## config.mk

```make
export PLATFORM = sky130hd
export DESIGN_NAME = i2s_dac_tx_flat
export DESIGN_NICKNAME = d
export VERILOG_FILES = /design/src/rtl/i2s_dac_tx_if.sv /design/src/rtl/i2s_dac_tx.sv /design/src/flat_wrapper.sv
export SDC_FILE = /design/constraint.sdc
export NUM_CORES = 1
export LEC_CHECK = 0
export ABC_AREA = 1
export CORE_ASPECT_RATIO = 1.4
export CORE_MARGIN = 1
export CORE_UTILIZATION = 50
export DETAILED_ROUTE_END_ITERATION = 8
export PLACE_DENSITY = 0.77
export SYNTH_ARGS = -nofsm -noshare
export SYNTH_HDL_FRONTEND = slang
export SYNTH_SLANG_ARGS = --single-unit
```

## constraint.sdc

```tcl
create_clock -name CLK -period 4.95 [get_ports CLK]
set_input_delay 0.99 -clock CLK [delete_from_list [all_inputs] [get_ports CLK]]
set_output_delay 0.99 -clock CLK [all_outputs]
set_load 0.01 [all_outputs]
```

## src/rtl/i2s_dac_tx_if.sv

```systemverilog
// Sample-pair handshake between the audio source and the I2S transmitter.
interface i2s_dac_tx_if #(
    parameter int SAMPLE_W = 16
);
    logic [SAMPLE_W-1:0] SampleL;
    logic [SAMPLE_W-1:0] SampleR;
    logic                SampleValid;
    logic                SampleReady;

    modport master (output SampleL, SampleR, SampleValid, input SampleReady);
    modport slave  (input SampleL, SampleR, SampleValid, output SampleReady);
endinterface

```

## src/rtl/i2s_dac_tx.sv

```systemverilog
// Philips I2S transmitter: buffers stereo pairs in a small FIFO and serialises
// them MSB first with a one-slot data delay, muting and counting underruns.
module i2s_dac_tx #(
    parameter int CLK_DIV    = 35,
    parameter int SAMPLE_W   = 16,
    parameter int FIFO_DEPTH = 4
) (
    input  logic        CLK,
    input  logic        Reset,
    input  logic        Enable,
    i2s_dac_tx_if.slave samples,
    output logic        DAC_I2S_CLK,
    output logic        DAC_I2S_WS,
    output logic        DAC_I2S_DATA,
    output logic        Underrun,
    output logic [15:0] UnderrunCount
);
    localparam int FRAME_W = 2 * SAMPLE_W;
    localparam int SLOT_W  = $clog2(FRAME_W);
    localparam int ADDR_W  = $clog2(FIFO_DEPTH);
    localparam int CNT_W   = ADDR_W + 1;
    localparam int DIV_W   = (CLK_DIV > 1) ? $clog2(CLK_DIV) : 1;

    typedef enum logic {IDLE, RUN} state_t;
    state_t state_q, state_d;

    logic [FRAME_W-1:0] fifo_mem [FIFO_DEPTH];
    logic [ADDR_W-1:0]  wr_ptr_q, rd_ptr_q;
    logic [CNT_W-1:0]   fill_q;
    logic               fifo_empty, fifo_full, push, pop;

    logic [DIV_W-1:0]   div_q;
    logic               bclk_q;
    logic [SLOT_W-1:0]  slot_q;
    logic [FRAME_W-1:0] shift_q;
    logic [15:0]        underrun_count_q;
    logic               div_tick, bclk_fall, start_load, wrap_load, frame_load;
    logic [FRAME_W-1:0] load_word;

    assign fifo_empty          = (fill_q == '0);
    assign fifo_full           = (fill_q == CNT_W'(FIFO_DEPTH));
    assign samples.SampleReady = !fifo_full;
    assign push                = samples.SampleValid && !fifo_full;
    assign frame_load          = start_load || wrap_load;
    assign pop                 = frame_load && !fifo_empty;
    assign load_word           = fifo_empty ? '0 : fifo_mem[rd_ptr_q];
    assign UnderrunCount       = underrun_count_q;

    // NOTE: the storage array has no reset; flushing clears pointers and fill
    // count, which alone decide what can be read.
    always_ff @(posedge CLK) begin
        if (push) fifo_mem[wr_ptr_q] <= {samples.SampleL, samples.SampleR};
    end

    // NOTE: sequential state always uses non-blocking assignments so every
    // register samples pre-edge values regardless of statement order.
    always_ff @(posedge CLK or posedge Reset) begin
        if (Reset) begin
            wr_ptr_q <= '0;
            rd_ptr_q <= '0;
            fill_q   <= '0;
        end else begin
            if (push) wr_ptr_q <= wr_ptr_q + ADDR_W'(1);
            if (pop)  rd_ptr_q <= rd_ptr_q + ADDR_W'(1);
            fill_q <= fill_q + CNT_W'(push) - CNT_W'(pop);
        end
    end

    always_ff @(posedge CLK or posedge Reset) begin
        if (Reset) state_q <= IDLE;
        else       state_q <= state_d;
    end

    // NOTE: every output of this block gets a default first so no latch is inferred.
    always_comb begin
        state_d    = state_q;
        div_tick   = 1'b0;
        bclk_fall  = 1'b0;
        start_load = 1'b0;
        wrap_load  = 1'b0;
        case (state_q)
            IDLE: begin
                if (Enable) begin
                    state_d    = RUN;
                    start_load = 1'b1;
                end
            end
            RUN: begin
                if (!Enable) begin
                    state_d = IDLE;
                end else begin
                    div_tick  = (div_q == DIV_W'(CLK_DIV - 1));
                    bclk_fall = div_tick && bclk_q;
                    wrap_load = bclk_fall && (slot_q == SLOT_W'(FRAME_W - 1));
                end
            end
            default: state_d = IDLE;
        endcase
    end

    always_ff @(posedge CLK or posedge Reset) begin
        if (Reset) begin
            div_q            <= '0;
            bclk_q           <= 1'b0;
            slot_q           <= '0;
            shift_q          <= '0;
            DAC_I2S_CLK      <= 1'b0;
            DAC_I2S_WS       <= 1'b0;
            DAC_I2S_DATA     <= 1'b0;
            Underrun         <= 1'b0;
            underrun_count_q <= '0;
        end else if (state_d == IDLE) begin
            div_q        <= '0;
            bclk_q       <= 1'b0;
            slot_q       <= '0;
            shift_q      <= '0;
            DAC_I2S_CLK  <= 1'b0;
            DAC_I2S_WS   <= 1'b0;
            DAC_I2S_DATA <= 1'b0;
            Underrun     <= 1'b0;
        end else begin
            DAC_I2S_CLK <= bclk_q;
            Underrun    <= frame_load && fifo_empty;
            if (frame_load && fifo_empty && underrun_count_q != 16'hFFFF)
                underrun_count_q <= underrun_count_q + 16'd1;
            if (state_q == RUN) div_q <= div_tick ? '0 : div_q + DIV_W'(1);
            if (div_tick) bclk_q <= !bclk_q;
            if (start_load) shift_q <= load_word;
            // WS and DATA move only on the falling toggle, so the DAC sees them settled at its rising edge.
            if (bclk_fall) begin
                slot_q       <= wrap_load ? '0 : slot_q + SLOT_W'(1);
                DAC_I2S_WS   <= (slot_q >= SLOT_W'(SAMPLE_W - 1)) && !wrap_load;
                DAC_I2S_DATA <= shift_q[FRAME_W-1];
                shift_q      <= wrap_load ? load_word : {shift_q[FRAME_W-2:0], 1'b0};
            end
        end
    end
endmodule

```

## src/flat_wrapper.sv

```systemverilog
// flat-port wrapper written by rule: the top's interface ports become plain ports
module i2s_dac_tx_flat 
#(
    parameter int CLK_DIV    = 35,
    parameter int SAMPLE_W   = 16,
    parameter int FIFO_DEPTH = 4
)
  (CLK, Reset, Enable, DAC_I2S_CLK, DAC_I2S_WS, DAC_I2S_DATA, Underrun, UnderrunCount, samples_SampleL, samples_SampleR, samples_SampleValid, samples_SampleReady);
  i2s_dac_tx_if #(.SAMPLE_W(SAMPLE_W)) samples_i ();
  input  logic CLK;
  input  logic Reset;
  input  logic Enable;
  output logic DAC_I2S_CLK;
  output logic DAC_I2S_WS;
  output logic DAC_I2S_DATA;
  output logic Underrun;
  output logic [15:0] UnderrunCount;
  input wire logic [$bits(samples_i.SampleL)-1:0] samples_SampleL;
  input wire logic [$bits(samples_i.SampleR)-1:0] samples_SampleR;
  input wire logic [$bits(samples_i.SampleValid)-1:0] samples_SampleValid;
  output wire logic [$bits(samples_i.SampleReady)-1:0] samples_SampleReady;
  assign samples_i.SampleL = samples_SampleL;
  assign samples_i.SampleR = samples_SampleR;
  assign samples_i.SampleValid = samples_SampleValid;
  assign samples_SampleReady = samples_i.SampleReady;
  i2s_dac_tx #(.CLK_DIV(CLK_DIV), .SAMPLE_W(SAMPLE_W), .FIFO_DEPTH(FIFO_DEPTH)) u_core (.CLK(CLK), .Reset(Reset), .Enable(Enable), .samples(samples_i), .DAC_I2S_CLK(DAC_I2S_CLK), .DAC_I2S_WS(DAC_I2S_WS), .DAC_I2S_DATA(DAC_I2S_DATA), .Underrun(Underrun), .UnderrunCount(UnderrunCount));
endmodule
```

==> reports/qor.txt <==
CP Data Required Time: 5.27 ns
fmax: 332 MHz
Tot GR Track Use: 21.4%
post-place setup slack: 1.53 ns
PortBufs: 56
CTS tree: built
die height: 161 µm
Seq/Total Area, Yosys: 62.9%
number of buffers created by CTS: 17
final worst slack: 1.94 ns
synthesis-to-finish area growth: 14.8%
cell type with the largest total area after synthesis: edfxtp_1
Sequential Power Share: 45.0%
skew final: 0.0153 ns
CP arrival: 3.33 ns
power share of the combinational group: 28.3%
switch share: 34.6%
Worst-Margin Slew: 0.991 ns
die area: 0.0185 mm²
Max rail drop VDD: 0.284 mV
Residual DRC: 0
register bit total from synthesis: 200
Slew Limit Headroom: 33.8%
clk_lat worst skew: 0.44 ns
Core Region: 0.0175 mm²
row cnt: 57
layout cell share with drive strength beyond 1: 7.62%
dominant cells by area after synthesis: edfxtp_1, dfrtp_1, nand2_1
Avg WL per Cell: 15.1 µm
unrepaired setup endpoints after global routing: no
Syn Inst Count: 913
nets: 1,007
synthesized area per cell: 9.83 µm²
DR vias: 6,376
Max Root-Sink Buffers: 2
Crit Path Class: input pin to flip-flop
clock root buffer master: clkbuf_16
Startpoint Class: input pin
CP Capture Type: flip-flop
commonest cells after routing, fill and taps aside: nand2_1, nand3_1, edfxtp_1, dfrtp_1, inv_1
Post-Synthesis Cell Area: 0.00897 mm²
number of global-route vias before repair: 6,197
final cycle utilization of the critical path: 60.9%
power consumption: 5.08 mW
setup_tns: 0 ns
final setup fails: 0
Final Max Tran Viols: 0
Yosys cell types: 33
PwrDens: 493 mW/mm²
clock network fraction of total power: 26.8%
post-route insts no fill: 1,207
DIE WIDTH: 115 µm
hpwl dp: 10.8 mm
switching power: 1.75 mW
leak pwr: 4.34 nW
Multi-input gate area: 0.00284 mm²
most common cell after layout, fill and taps aside: nand2_1
antenna violations before repair: 0
first-pass GRT wire length: 30.3 mm
register area: 0.00565 mm²
post-CTS sizing: 0
final hold slack: 0.483 ns
clock slew seen by the registers of the worst setup and hold paths: 0.07 ns
DR iter-0 viols: 606
largest net degree at the start of global routing: 66
Final Hold Fails: 0
status: complete, no violations
I/O Pins: 57
diodes inserted: 0
hold_buf cts: 0
worst min path class: flip-flop to flip-flop
Starting Density: 51.4%
Max-cap violations: 0
clock sinks: 200
routed wire length: 18.2 mm
TritonRoute pass-1 iters: 5
CP max stage cell: clkdlybuf4s50_1
DR vias/cell: 5.28
GP Congestion: 0.817
H-tree levels: 4
Post-CTS Setup Bufs: 0
critical-path cell list: clkdlybuf4s50_1, nand2_2, inv_1, nand4_2, nand2_2, nand2_4, inv_2, ha_1, inv_1, ha_1, fa_1, xor2_1
slowest stage delay, CP: 0.53 ns
grt ovf: 0
top-area cell type share of the netlist area: 42.8%
Critical Path Fanout Max: 11
DRT antenna net count: 0
Post-Syn Nets: 962
Internal: 3.32 mW
fillers: 1,453
Period minus WS final: 3.01 ns
Post-Place Cells: 1,175
Yosys Warn Count: 0
final cells by class:
type	count	area share [%]
clock buffer	17	4.13
multi-input combinational	596	27.6
sequential	200	54.8
tap	236	2.87
inverter	75	2.73
timing repair buffer	68	6.32
clock inverter	15	1.52
sequential cells by signal (all words and copies together), names as in the netlist, 2 cells and up:
name,flops
u_core.fifo_mem,128
u_core.fill_q,3
u_core.UnderrunCount,16
u_core.wr_ptr_q,2
u_core.rd_ptr_q,2
u_core.shift_q,32
u_core.div_q,6
u_core.slot_q,5
synthesized netlist by cell type, drive strengths merged:
cell	count
xnor2	5
inv	74
nand2	317
nor3b	1
xor2	7
o21ai	15
nor2	35
nor3	5
dfrtp	72
o22ai	3
ha	12
nand3b	3
edfxtp	128
nand4	16
nand3	175
fa	1
clkinv	1
clkbuf	13
a21oi	1
buf	29
worst max-delay path, delay by kind of cell:
kind / cells / cell delay (ns)
simple gates: 4 / 0.59
buf+inv: 4 / 0.73
xor+xnor: 1 / 0.16
fa+ha+maj: 3 / 0.86
power by group through the flow:
stage	registers [mW]	clock network (mW)	logic (mW)
6_report	2.28	1.36	1.44
5_1_grt	2.31	1.45	1.65
4_1_cts	2.28	1.38	1.46
3_5_place_dp	2.31	0	1.45
3_3_place_gp	2.30	0	1.41
2_1_floorplan	2.29	0	1.03
metal layers:
layer | GRT usage, % | routed length, µm
met4 | 6.85 | 276
met1 | 26.1 | 7490
met5 | 0 | 0
met3 | 4.79 | 680
met2 | 37.3 | 9790
cells by family after synthesis:
kind of cell	after synthesis	synth area share, %
xor+xnor	12	1.17
compound gates	19	1.19
buf+inv	117	5.52
flops	200	62.9
simple gates	552	27.3
fa+ha+maj	13	1.90
metrics by stage:
step / cell area [µm²] / utilization, %
4_1_cts: 10300 / 58.9
3_3_place_gp: 9720 / 55.6
2_1_floorplan: 8970 / -
6_report: 10300 / 58.9
5_1_grt: 10300 / 58.9
3_5_place_dp: 9720 / 55.6
worst paths after layout:
kind                                                            end  slack (ns)  cells after the start                     startpoint
worst max-delay path                     u_core.fill_q[2]$_DFF_PP0_        1.94                     12                         Enable
worst min-delay path                  u_core.shift_q[4]$_DFFE_PP0P_        0.48                      2  u_core.shift_q[4]$_DFFE_PP0P_
worst max register to register           u_core.fill_q[2]$_DFF_PP0_        2.05                      9     u_core.fill_q[1]$_DFF_PP0_
worst min register to register        u_core.shift_q[4]$_DFFE_PP0P_        0.48                      2  u_core.shift_q[4]$_DFFE_PP0P_
max in group asynchronous       u_core.UnderrunCount[0]$_DFFE_PP0P_        2.93                      3                          Reset
min in group asynchronous            u_core.shift_q[15]$_DFFE_PP0P_        1.10                      2                          Reset
Note: power is estimated with default switching activity, not from simulation.
